--- src/rtl/scu_dsp_dma_port_pkg.sv ---
// Shared types and helpers for the SCU-side DSP DMA responder.
// Holds the FSM state encoding and the write-address increment decode.
package scu_dsp_dma_port_pkg;

  typedef enum logic [2:0] {
    IDLE,
    FETCH,
    BUS,
    ACKW,
    ENDH
  } DspDmaState_t;

  // DMA_ADD code 0 means "no advance"; codes 1..7 step by 1..64 words.
  function automatic logic [6:0] DmaAddInc(input logic [2:0] code);
    logic [6:0] inc;
    inc = 7'd0;
    if (code != 3'd0) begin
      inc = 7'd1 << (code - 3'd1);
    end
    return inc;
  endfunction

endpackage

--- src/rtl/scu_dsp_dma_port.sv ---
// Services DSP D0-bus DMA word requests as single external bus accesses,
// owning the RA0/WA0 word-address registers and the ACK/END handshake.
module scu_dsp_dma_port
  import scu_dsp_dma_port_pkg::*;
#(
  parameter int ADDR_W = 27
) (
  input  logic              CLK,
  input  logic              RST,
  input  logic              CE_R,
  input  logic              CE_F,
  input  logic [31:0]       DSO,
  input  logic              RA0W,
  input  logic              WA0W,
  input  logic              DMA_REQ,
  input  logic              DMA_WE,
  input  logic              DMA_RUN,
  input  logic              DMA_LAST,
  input  logic [2:0]        DMA_ADD,
  input  logic [31:0]       DMA_DO,
  output logic [31:0]       DMA_DI,
  output logic              DMA_ACK,
  output logic              DMA_END,
  output logic [ADDR_W-1:0] BUS_A,
  output logic [31:0]       BUS_D,
  input  logic [31:0]       BUS_Q,
  output logic              BUS_WE,
  output logic              BUS_REQ,
  input  logic              BUS_ACK,
  output logic              BUSY,
  output logic [ADDR_W-3:0] RA0_Q,
  output logic [ADDR_W-3:0] WA0_Q
);

  localparam int AW = ADDR_W - 2;

  DspDmaState_t state_reg, state_next;
  logic          dir_reg;
  logic          abort_reg, abort_next;
  logic [AW-1:0] ra0_reg, wa0_reg;
  logic [31:0]   dma_di_reg, bus_d_reg;
  logic          ld_dir, ld_bus_d, bus_done, dma_ack;
  logic [AW-1:0] wa0_inc;
  logic          unused_dso_hi;

  assign unused_dso_hi = ^DSO[31:AW];
  assign wa0_inc       = {{(AW-7){1'b0}}, DmaAddInc(DMA_ADD)};

  always_comb begin
    state_next = state_reg;
    abort_next = abort_reg;
    ld_dir     = 1'b0;
    ld_bus_d   = 1'b0;
    bus_done   = 1'b0;
    dma_ack    = 1'b0;
    case (state_reg)
      IDLE: begin
        abort_next = 1'b0;
        if (DMA_RUN && DMA_REQ) begin
          state_next = FETCH;
          ld_dir     = 1'b1;
        end
      end
      FETCH: begin
        if (!DMA_RUN) begin
          state_next = IDLE;
        end else begin
          state_next = BUS;
          ld_bus_d   = dir_reg;
        end
      end
      BUS: begin
        // An abort seen at any point during the access is remembered so the
        // word is never acknowledged, even if DMA_RUN returns before BUS_ACK.
        if (!DMA_RUN) begin
          abort_next = 1'b1;
        end
        if (BUS_ACK) begin
          bus_done   = 1'b1;
          state_next = (abort_reg || !DMA_RUN) ? IDLE : ACKW;
        end
      end
      ACKW: begin
        if (!DMA_RUN) begin
          state_next = IDLE;
        end else if (CE_R) begin
          dma_ack    = 1'b1;
          state_next = DMA_LAST ? ENDH : IDLE;
        end
      end
      ENDH: begin
        if (CE_F) begin
          state_next = IDLE;
        end
      end
      default: state_next = IDLE;
    endcase
  end

  always_ff @(posedge CLK) begin
    if (RST) begin
      state_reg  <= IDLE;
      dir_reg    <= 1'b0;
      abort_reg  <= 1'b0;
      ra0_reg    <= '0;
      wa0_reg    <= '0;
      dma_di_reg <= '0;
      bus_d_reg  <= '0;
    end else begin
      state_reg <= state_next;
      abort_reg <= abort_next;
      if (ld_dir) begin
        dir_reg <= DMA_WE;
      end
      if (ld_bus_d) begin
        bus_d_reg <= DMA_DO;
      end
      if (bus_done && !dir_reg) begin
        dma_di_reg <= BUS_Q;
      end
      if (RA0W) begin
        ra0_reg <= DSO[AW-1:0];
      end else if (bus_done && !dir_reg) begin
        ra0_reg <= ra0_reg + 1'b1;
      end
      if (WA0W) begin
        wa0_reg <= DSO[AW-1:0];
      end else if (bus_done && dir_reg) begin
        wa0_reg <= wa0_reg + wa0_inc;
      end
    end
  end

  assign DMA_ACK = dma_ack;
  assign DMA_END = (state_reg == ENDH);
  assign DMA_DI  = dma_di_reg;
  assign BUS_REQ = (state_reg == BUS);
  assign BUS_WE  = (state_reg == BUS) && dir_reg;
  assign BUS_A   = {(dir_reg ? wa0_reg : ra0_reg), 2'b00};
  assign BUS_D   = bus_d_reg;
  assign BUSY    = (state_reg != IDLE);
  assign RA0_Q   = ra0_reg;
  assign WA0_Q   = wa0_reg;

endmodule
--- config.mk ---
export PLATFORM = sky130hd
export DESIGN_NAME = scu_dsp_dma_port
export DESIGN_NICKNAME = d
export VERILOG_FILES = /design/src/rtl/scu_dsp_dma_port_pkg.sv /design/src/rtl/scu_dsp_dma_port.sv
export SDC_FILE = /design/constraint.sdc
export NUM_CORES = 1
export LEC_CHECK = 0
export BUFFER_PORTS_ARGS = -buffer_cell sky130_fd_sc_hd__buf_2
export CAP_MARGIN = 5
export CELL_PAD_IN_SITES_DETAIL_PLACEMENT = 1
export CELL_PAD_IN_SITES_GLOBAL_PLACEMENT = 1
export CORE_ASPECT_RATIO = 0.75
export CORE_UTILIZATION = 30
export DETAILED_ROUTE_END_ITERATION = 16
export PLACE_DENSITY = 0.73
export REMOVE_ABC_BUFFERS = 1
export SLEW_MARGIN = 20
export SYNTH_ARGS = -nofsm -noshare
export SYNTH_HDL_FRONTEND = slang
export SYNTH_SLANG_ARGS = --single-unit
export TNS_END_PERCENT = 20
--- constraint.sdc ---
create_clock -name CLK -period 6.5 [get_ports CLK]
set_clock_uncertainty 0.15 [all_clocks]
set_input_delay 0.325 -clock CLK [delete_from_list [all_inputs] [get_ports CLK]]
set_output_delay 0.325 -clock CLK [all_outputs]
set_load 0.02 [all_outputs]
Word-level counts from Yosys, hierarchy flattened

Index checks and enable logic that the tools add are counted.

Bits in registers: 119
Word-level logic and storage cells: 61
Input port bits: 110
Output and inout bits: 146

Reduce and logical (&&, ||, !) cells: 15
Eq/ne operators: 9
Muxes and demuxes: 26
Shift operators: 1
Add/sub/neg operators: 3

Operators by type and width:

| kind                                                                    | count |
|---|---|
| 25-bit two-way mux                                                      | 5 |
| 25-bit by 1-bit adder with 25-bit output, second input constant         | 1 |
| 25-bit by 7-bit adder with 25-bit output                                | 1 |
| 3-bit two-way mux                                                       | 6 |
| 3-bit one-hot mux with 5 select lines                                   | 1 |
| 1-bit two-way mux                                                       | 10 |
| 7-bit two-way mux                                                       | 1 |
| 1-bit by 3-bit << shifter with 7-bit output, first input constant       | 1 |
| 3-bit by 2-bit equality test with 1-bit output, second input constant   | 2 |
| 2-bit inequality test, second input constant                            | 3 |
| 2-bit nonzero test                                                      | 3 |
| 3-bit nonzero test                                                      | 2 |
| 1-bit logical AND                                                       | 4 |
| 2-bit two-way mux                                                       | 2 |
| 4-bit AND reduction                                                     | 1 |
| 3-bit by 1-bit equality test with 1-bit output, second input constant   | 1 |
| 3-bit equality test, second input constant                              | 1 |
| 3-bit zero test                                                         | 1 |
| 3-bit inequality test, second input constant                            | 1 |
| 3-bit by 1-bit subtractor with 3-bit output, second input constant      | 1 |
| 1-bit zero test                                                         | 2 |
| 2-bit by 1-bit inequality test with 1-bit output, second input constant | 1 |
| 1-bit one-hot mux with 2 select lines                                   | 1 |
| 2-bit AND reduction                                                     | 1 |
| 1-bit logical OR                                                        | 1 |

Depth between registers and ports, before layout

Gate-level depths: netlist of run 1.

Depth in word-level cells: 6
Mapped depth: 8
Mapped depth without buffers: 8

Least setup slack after synthesis of run 1

OpenSTA, ideal clock, no wires.

Path type: input-to-reg
Start point: input DMA_ADD[0]
End point: register wa0_reg[22], in the netlist WA0_Q[22]
Stages: 8
Slack: 4089 ps
Required time: 6230 ps
Arrival time: 2141 ps
Path buffers: 0
Setup time: 120 ps
Cell sequence: nor3b_1 ha_1 fa_1 a211o_1 a41o_1 nand4_1 nor3_1 o31a_1

Longest elaborated chain between the ends: 6
Elaborated cells between the ends (all ways): 7
Classes of those cells: 2 x add/sub; 1 x shift; 3 x mux; 1 x reduce/logical

RTL lines:

| element                                      | RTL line                   | source |
|---|---|---|
| start: declaration                           | scu_dsp_dma_port.sv:19     | `input logic [2:0] DMA_ADD,` |
| 3-bit by 1-bit subtractor with 3-bit output  | scu_dsp_dma_port_pkg.sv:18 | `inc = 7'd1 << (code - 3'd1);` |
| 1-bit by 3-bit << shifter with 7-bit output  | scu_dsp_dma_port_pkg.sv:18 |  |
| 7-bit two-way mux (*)                        | scu_dsp_dma_port_pkg.sv:17 | `if (code != 3'd0) begin` |
| 25-bit by 7-bit adder with 25-bit output (*) | scu_dsp_dma_port.sv:129    | `wa0_reg <= wa0_reg + wa0_inc;` |
| 25-bit two-way mux (*)                       | scu_dsp_dma_port.sv:128    | `end else if (bus_done && dir_reg) begin` |
| 25-bit two-way mux (*)                       | scu_dsp_dma_port.sv:126    | `if (WA0W) begin` |
| end signal: assignment                       | scu_dsp_dma_port.sv:127    | `wa0_reg <= DSO[AW-1:0];` |
| end signal: assignment                       | scu_dsp_dma_port.sv:129    |  |
| end: declaration                             | scu_dsp_dma_port.sv:40     | `logic [AW-1:0] ra0_reg, wa0_reg;` |

Mark *: on every way between the ends. The rest lies on a longest branch, timed or not. The select of a mux whose other input is x is not followed.
A chain may end at the register's enable or synchronous reset.

Worst setup path in the final report of run 1

Start point: register dir_reg
End point: register bus_d_reg[0], in the netlist BUS_D[0]

Longest elaborated chain between the ends: 2

RTL lines:

| element                  | RTL line                | source |
|---|---|---|
| start: declaration       | scu_dsp_dma_port.sv:38  | `logic dir_reg;` |
| start signal: assignment | scu_dsp_dma_port.sv:103 | `dir_reg <= 1'b0;` |
| start signal: assignment | scu_dsp_dma_port.sv:113 | `dir_reg <= DMA_WE;` |
| 1-bit two-way mux        | scu_dsp_dma_port.sv:65  | `if (!DMA_RUN) begin` |
| 1-bit two-way mux        | scu_dsp_dma_port.sv:56  | `case (state_reg)` |
| end signal: assignment   | scu_dsp_dma_port.sv:108 | `bus_d_reg <= '0;` |
| end signal: assignment   | scu_dsp_dma_port.sv:116 | `bus_d_reg <= DMA_DO;` |
| end: declaration         | scu_dsp_dma_port.sv:41  | `logic [31:0] dma_di_reg, bus_d_reg;` |

Every way passes these cells.

==> flow_summary.yaml, run 1 <==
floorplanning:
  io_pins: 256
  die-area_mm2: 0.0202
  die_width_um: 164
  start_util_pct: 31.3
  rows: 43
  coreArea_mm2: 0.0188
  die_h_um: 123
detailed_routing:
  drt_wl_total_um: 21700
  drt_iter0_drc: 321
  via_count: 6250
  ant_nets: 0
  routedWlPerCell_um: 17.2
  viasPerCell: 4.96
  route.detailed.drc: 0
  drt_pass1_iterations: 4
synthesis:
  ys_seq_area_share_pct: 40.5
  syn_area_mm2: 0.00589
  yosys_register_bits: 119
  synth_largest_area_cell: "dfxtp_1"
  yosysWarnings: 0
  synth.avg_cell_area_um2: 8.07
  synth_top_area_share_pct: 40.5
  async_flop_share_pct: 0
  synth_cell_types: 60
  yosys-top-cells-area: "dfxtp_1 40%, nand2_1 11%, a21oi_1 8.8%"
  syn_inst: 729
  ys.flop_type: "dfxtp_1"
  synth_edf_count: 0
clock_tree:
  root_buffer: "clkbuf_16"
  cts_tree: "built"
  cts_made_buffers: 17
  clock-sinks: 119
  htreeDepth: 4
  post_cts_resized: 0
  hold_buffers: 49
  post_cts.repair.setup_buffers: 0
  clk_latency_ns: 0.42
  clk_pin_slew_ns: 0.06
  clockBufferDepth: 2
worst_hold_path:
  worstHoldPathCells: 3
  min_to: "BUS_D[29]"
  min_path_type: "in2reg"
  hold_start: "DMA_DO[29]"
run:
  maxCapViolCount: 0
sta:
  min_period_over_period_pct: 45.4
  worst_pin_slew_ns: 1.06
  fin_crit_ns: 2.95
  rsz0062_at_grt: "false"
  fmax_mhz: 339
  fin_ws_ns: 3.55
  setup_tns_ns: 0
  finalHoldViolations: 0
  final-setup-viol-count: 0
  hold_slack_ns: 0.0134
  maxSlewViolCount: 0
  maxSlewHeadroom_pct: 29.1
critical_path:
  worst_r2r_path_depth: 4
  timing.rr.start: "dir_reg"
  worstPathMaxFanout: 40
  path_class: "reg2reg"
  r2r_end: "BUS_D[0]"
  crit_path_start_kind: "flip-flop"
  max_stage_delay_ns: 1.10
  worstPathArrival_ns: 3.05
  worstSetupEndpointType: "flip-flop"
  crit_path_top_delay_cell: "or4_2"
  cp.required_ns: 6.60
  crit_chain: "inv_1 -> or4_2 -> nand2_1 -> a21oi_1"
  ff2ff_setup_slack_ns: 3.55
grt:
  grt_pass1_vias: 6204
  grt_max_degree: 97
  gr-total-overflow: 0
  antenna_found_initial: 1
  grt_pass1_wl_um: 33100
  track_usage_pct: 21.4
layout:
  layout_common_cells: "245 x buf_2, 168 x nand2_1, 118 x dfxtp_1"
  instances_no_fill: 1261
  finalNetCount: 1120
  layout_commonest_cell: "buf_2"
  drive_gt1_share_pct: 31.1
  syn_to_final_growth_pct: 42.3
place:
  dp_hpwl_um: 14700
  gp_congestion: 0.782
  pre_cts_ws_ns: 3.42
  dp_cells: 1178
  portBuffers: 246
pwr:
  power_leakage_nw: 3.77
  power_density_mw_per_mm2: 245
  vdd.ir_drop.worst_v: 0.000138
status:
  status: "completed"
## metal layers
| metal | GRT usage [%] | up-vias | wire, µm |
|---|---|---|---|
| li1 | - | 3056 | - |
| met1 | 26.3 | 2956 | 9810 |
| met5 | 0 | - | 0 |
| met4 | 6.02 | 0 | 260 |
| met3 | 5.50 | 26 | 1440 |
| met2 | 36.8 | 212 | 10200 |
## critical path, delay by kind of cell, from the launching register on
| family | cells | cell delay [ns] |
|---|---|---|
| simple gates | 2 | 1.29 |
| flops | 1 | 0.92 |
| buf+inv | 1 | 0.32 |
| compound gates | 1 | 0.08 |
## cells by family after synthesis
logic type	synth area share (%)
buffers and inverters	5.25
flip-flops	40.5
XOR/XNOR	6.25
other	0.0637
multiplexers	5.08
AO/OA/AOI/OAI	18.8
AND/OR/NAND/NOR	22.1
adder cells (fa/ha/maj)	2.04
## per-stage QoR
stage / power (W) / area [µm²] / utilization, %
2_1_floorplan: 0.000954 / 5680 / -
3_3_place_gp: 0.00108 / 7270 / 38.6
3_5_place_dp: 0.00108 / 7270 / 38.6
4_1_cts: 0.00207 / 8350 / 44.3
5_1_grt: 0.00214 / 8370 / 44.5
6_report: 0.00205 / 8370 / 44.5
## how the worst max path moves through the flow
| stage | from | endpoint | slack [ns] | depth (start not counted) |
|---|---|---|---|---|
| after floorplan | dir_reg | BUS_D[0] | 2.37 | 4 |
| after global placement | dir_reg | BUS_D[6] | 3.49 | 4 |
| after detailed placement | dir_reg | BUS_D[0] | 3.42 | 4 |
| after CTS | dir_reg | BUS_D[0] | 3.42 | 4 |
| after global routing | dir_reg | BUS_D[28] | 3.32 | 4 |
| final | dir_reg | BUS_D[0] | 3.55 | 4 |
## synth_stat cells, drive strengths merged (8+ instances only)
cell type    n
clkbuf      40
nand2      168
dfxtp      119
xnor2       23
a21o        14
inv         27
nor2        19
nor4        16
o21ai       16
mux2        23
buf         10
xor2        19
o21a        17
nor3         8
ha           8
nand4       10
nand3       11
a21oi      104
## layout make-up
class | count | area, µm²
Tap cell | 247 | 309
Clock inverter | 11 | 150
Clock buffer | 20 | 437
Fill cell | 2303 | 10500
Inverter | 27 | 101
Timing Repair Buffer | 302 | 1780
Sequential cell | 119 | 2380
Antenna cell | 1 | 2.50
Multi-Input combinational cell | 534 | 3210
## power by group
part	internal, W	total, W	switching (W)	leakage, nW
Clock	0.000603	0.000961	0.000358	0.281
Combinational	0.000127	0.000290	0.000163	2.52
Sequential	0.000758	0.000802	0.0000438	0.972
Total	0.00149	0.00205	0.000564	3.77
(Power assumes the default switching activity.)
==> run 2, diff against run 1 <==
Settings changed: ABC_AREA from default to 1, PLACE_DENSITY 0.73 to 0.74.
Clock period 6.5 ns to 2.93 ns, I/O delays scaled along.
==> flow_summary.yaml, run 2 <==
status:
  status: "completed"
layout:
  instances_no_fill: 1670
  layout_common_cells: "284 x nand2_1, 246 x buf_2, 147 x nor2_1"
  syn_to_final_growth_pct: 43.7
  layout_commonest_cell: "nand2_1"
  post-route-util_pct: 44.5
  drive_gt1_share_pct: 22.4
  multi_input_area_mm2: 0.00358
  fillers: 2899
  regArea_mm2: 0.00238
  finalNetCount: 1487
synthesis:
  synth.avg_cell_area_um2: 6.31
  ys_seq_area_share_pct: 35.9
  synth_cell_types: 35
  synth_largest_area_cell: "dfxtp_1"
  synthTopCellsByCount: "284 x nand2_1, 147 x nor2_1, 119 x dfxtp_1"
  syn_inst: 1051
  yosysMostFrequentCell: "nand2_1"
  synth_top_area_share_pct: 35.9
  ys.flop_type: "dfxtp_1"
  syn_area_mm2: 0.00664
  yosys-top-cells-area: "dfxtp_1 36%, nand2_1 16%, nor2_1 8.3%"
  yosys_register_bits: 119
  yosysWarnings: 0
  async_flop_share_pct: 0
  synth_edf_count: 0
pwr:
  p_sw_w: 0.00185
  vdd.ir_drop.worst_v: 0.000331
  p_int_w: 0.00338
  p_sw_share_pct: 35.4
  power_leakage_nw: 4.60
  comb_power_share_pct: 24.5
  power_frac_clock_pct: 39.3
  power_density_mw_per_mm2: 549
  finalPower_w: 0.00523
  power.share.sequential_pct: 36.1
sta:
  maxSlewViolCount: 0
  setup_tns_ns: 0
  min_period_over_period_pct: 76.8
  fin_crit_ns: 2.25
  fmax_mhz: 444
  finalHoldViolations: 0
  rsz0062_at_grt: "false"
  worst_pin_slew_ns: 0.995
  maxSlewHeadroom_pct: 33.6
  final-setup-viol-count: 0
  fin_ws_ns: 0.679
grt:
  antenna_found_initial: 1
  gr-total-overflow: 0
  grt_pass1_vias: 8583
  grt_max_degree: 46
  globalRouteMet3Util_pct: 6.97
  met2_usage_pct: 44.4
  busiest_layer: "met2"
  track_usage_pct: 26.6
  use_met1_pct: 33.9
  grt_pass1_wl_um: 46700
floorplanning:
  die_width_um: 174
  start_util_pct: 31.0
  coreArea_mm2: 0.0214
  die_h_um: 131
  io_pins: 256
  die-area_mm2: 0.0227
  rows: 46
critical_path:
  worstPathArrival_ns: 2.47
  cp.required_ns: 3.15
  worstSetupEndpointType: "flip-flop"
  crit_path_start_kind: "flip-flop"
  path_class: "reg2reg"
  worstPathMaxFanout: 3
detailed_routing:
  drt_wl_total_um: 30400
  ant_nets: 0
  viasPerCell: 4.98
  route.detailed.drc: 0
  routedWlPerCell_um: 18.2
  via_count: 8309
  drt_pass1_iterations: 5
  drt_iter0_drc: 625
clock_tree:
  clockBufferDepth: 2
  clock-sinks: 119
  root_buffer: "clkbuf_16"
  cts_made_buffers: 17
  post_cts.repair.setup_buffers: 0
  clk_pin_slew_ns: 0.06
  post_cts_resized: 0
  clk_latency_ns: 0.43
  htreeDepth: 4
  cts_tree: "built"
place:
  portBuffers: 246
  dp_cells: 1549
  pre_cts_ws_ns: 0.612
  gp_congestion: 0.918
  dp_hpwl_um: 21000
worst_hold_path:
  min_path_type: "in2reg"
run:
  maxCapViolCount: 0
-- run 2: metrics by stage --
stage               area (µm²)  hold WS (ns)
floorplan                 6410        0.0656
global placement          8090         0.218
detailed placement        8090         0.225
CTS                       9530       0.00264
global route              9530        0.0322
finish                    9530        0.0185
-- run 2: metal layers --
layer  routed length, µm  up-vias
li1                    -     4002
met1               13500     3940
met2               14000      320
met3                2420       47
met4                 521        0
met5                   0        -
-- run 2: logic make-up after synthesis --
group	after synthesis	share of synthesized area (%)
simple gates	551	34.7
other cells	1	0.0565
compound gates	185	14.8
buf+inv	167	10.2
fa+ha+maj	9	1.81
flops	119	35.9
xor+xnor	19	2.51
-- run 2: power groups by stage --
stage,sequential [W],clock (W),combinational (W)
2_1_floorplan,0.00205,0,0.000521
3_3_place_gp,0.00191,0,0.00114
3_5_place_dp,0.00192,0,0.00116
4_1_cts,0.00188,0.00209,0.00126
5_1_grt,0.00191,0.00215,0.00139
6_report,0.00189,0.00206,0.00128
-- run 2: timing repair --
| action | 4_1_cts | 5_1_grt |
|---|---|---|
| hold buffers | 88 | 0 |
| endpoints found under the hold margin | 97 | 0 |
| setup endpoints to repair | 0 | 0 |
-- run 2: layout make-up --
class	instances	area share, %
antenna	2	0.0525
sequential	119	25.0
multi-input combinational	766	37.6
inverter	119	4.69
tap	288	3.78
timing repair buffer	345	23.0
clock buffer	18	4.61
clock inverter	13	1.29
-- run 2: path summary, 6_finish.rpt --
kind,from,endpoint,slack (ns),cells past startpoint
hold reg to reg,DMA_DI[26],DMA_DI[26],0.31,2
setup / recovery,state_reg[1],state_reg[2],0.68,6
setup reg to reg,state_reg[1],state_reg[2],0.68,6
hold / removal,DSO[15],WA0_Q[15],0.02,5
-- run 2: worst max-delay path, cell delays in order (launching register included) --
cell and delay (ns):
dfxtp_1 0.40, nand3_1 0.15, nor2_1 0.18, nand2_1 0.07
dlygate4sd3_1 0.56, a21oi_1 0.13, dlygate4sd3_1 0.56
==> run 3, diff against run 2 <==
Clock period 2.93 ns to 2.2 ns, I/O delays scaled along.
==> flow_summary.yaml, run 3 (synthesis results as in run 2) <==
critical_path:
  r2r_end: "RA0_Q[9]"
  worstPathMaxFanout: 7
  max_stage_delay_ns: 0.38
  timing.rr.start: "RA0_Q[0]"
  critPathTopFamily: "simple AND/OR/NAND/NOR gates"
  critPathBufInv: 2
  path_class: "reg2reg"
  worstPathArrival_ns: 2.24
  cp.required_ns: 2.35
  crit_path_top_delay_cell: "nor2_1"
  worst_r2r_path_depth: 8
  ff2ff_setup_slack_ns: 0.11
  crit_chain: "buf_4 -> nand3_1 -> inv_1 -> nand2_1 -> nor2_1 -> nand4_1 -> xor2_1 -> a21oi_1"
  crit_path_start_kind: "flip-flop"
  worstSetupEndpointType: "flip-flop"
floorplanning:
  rows: 46
  die-area_mm2: 0.0227
  start_util_pct: 31.0
  io_pins: 256
  coreArea_mm2: 0.0214
  die_h_um: 131
  die_width_um: 174
sta:
  min_period_over_period_pct: 94.9
  fmax_mhz: 479
  final-setup-viol-count: 0
  finalHoldViolations: 0
  maxSlewViolCount: 0
  worst_pin_slew_ns: 0.544
  maxSlewHeadroom_pct: 63.4
  fin_crit_ns: 2.09
  hold_slack_ns: 0.0108
  setup_tns_ns: 0
  rsz0062_at_grt: "false"
  fin_ws_ns: 0.112
grt:
  use_met1_pct: 34.5
  gr-total-overflow: 0
  met2_usage_pct: 44.3
  antenna_found_initial: 0
  grt_max_degree: 80
  grt_pass1_vias: 8765
  grt_pass1_wl_um: 47600
  globalRouteMet3Util_pct: 6.63
  track_usage_pct: 27.0
  busiest_layer: "met2"
layout:
  drive_gt1_share_pct: 24.3
  regArea_mm2: 0.00239
  layout_common_cells: "282 x nand2_1, 246 x buf_2, 146 x nor2_1"
  multi_input_area_mm2: 0.00362
  finalNetCount: 1520
  syn_to_final_growth_pct: 48.6
  post-route-util_pct: 46.0
  layout_commonest_cell: "nand2_1"
  fillers: 2856
pwr:
  p_sw_w: 0.00256
  finalPower_w: 0.00701
  comb_power_share_pct: 25.8
  power_leakage_nw: 4.77
  p_sw_share_pct: 36.4
  power_frac_clock_pct: 38.4
  p_int_w: 0.00446
  vdd.ir_drop.worst_v: 0.000480
  power.share.sequential_pct: 35.7
  power_density_mw_per_mm2: 711
clock_tree:
  clk_latency_ns: 0.42
  cts_made_buffers: 17
  cts_tree: "built"
  clock-sinks: 119
  root_buffer: "clkbuf_16"
  clk_pin_slew_ns: 0.06
  clockBufferDepth: 2
  htreeDepth: 4
worst_hold_path:
  min_path_type: "in2reg"
  worstHoldPathCells: 3
  hold_start: "WA0W"
  min_to: "WA0_Q[0]"
place:
  portBuffers: 246
  gp_congestion: 0.918
  dp_hpwl_um: 21200
  pre_cts_ws_ns: -0.0244
run:
  maxCapViolCount: 0
detailed_routing:
  drt_pass1_iterations: 5
  viasPerCell: 4.95
  drt_iter0_drc: 516
  ant_nets: 0
  route.detailed.drc: 0
  routedWlPerCell_um: 18.1
  drt_wl_total_um: 30800
  via_count: 8433
status:
  status: "completed"
[run 3: changes by cell type in the layout (fill, tap and decap cells not counted), sizes merged]
cell / previous run / this run
buf: 257 / 279
bufinv: 1 / 0
clkbuf: 18 / 17
clkinv: 4 / 5
clkinvlp: 4 / 1
diode: 2 / 1
dlygate4sd3: 88 / 98
dlymetal6s4s: 0 / 1
inv: 123 / 128
[run 3: worst max path at each step]
stage                     from        end  slack (ns)  cells after the start
floorplan              dir_reg   BUS_D[0]       -1.34                      5
global placement    DMA_ADD[1]  WA0_Q[23]        0.05                     14
detailed placement  DMA_ADD[1]  WA0_Q[23]       -0.02                     14
CTS                   WA0_Q[0]  WA0_Q[16]       0.002                     11
global route          RA0_Q[1]  RA0_Q[10]       0.007                      8
finish                RA0_Q[0]   RA0_Q[9]        0.11                      8
[run 3: per-stage QoR]
stage	cell area [µm²]	cells
final	9860	1703
after global routing	9860	1702
after CTS	9800	1701
after detailed placement	8260	1570
after global placement	8260	1570
after floorplan	6410	1004
[run 3: repair_timing]
item,4_1_cts,5_1_grt
resized for setup,0,14
hold endpoints to repair,112,0
hold buffers,99,0
setup endpoints to repair,0,12
setup buffers,0,1
[run 3: power groups by stage]
stage          clock [W]  sequential (W)  combinational [W]
4_1_cts          0.00274         0.00249            0.00177
3_3_place_gp           0         0.00253            0.00159
2_1_floorplan          0         0.00273           0.000694
6_report         0.00269         0.00251            0.00181
3_5_place_dp           0         0.00254            0.00161
5_1_grt          0.00283         0.00253            0.00196
[run 3: cell type report]
cell class              count  share of cell area (%)
diodes                      1                  0.0254
clock buffers              17                    4.31
clock inverters            15                    1.33
inverters                 119                    4.53
multi-input cells         766                    36.7
flip-flops and latches    119                    24.2
well taps                 288                    3.65
repair buffers            378                    25.2
[run 3: worst register-to-register path, cell delays in order (launching register included)]
cell     delay (ns)
dfxtp_1        0.33
buf_4          0.20
nand3_1        0.19
inv_1          0.13
nand2_1        0.09
nor2_1         0.38
nand4_1        0.20
xor2_1         0.22
a21oi_1        0.09
[run 3: layer usage]
metal | part of all wire [%] | wire, µm
met1 | 45 | 13800
met2 | 46 | 14100
met3 | 6.9 | 2120
met4 | 2.5 | 777
met5 | 0 | 0
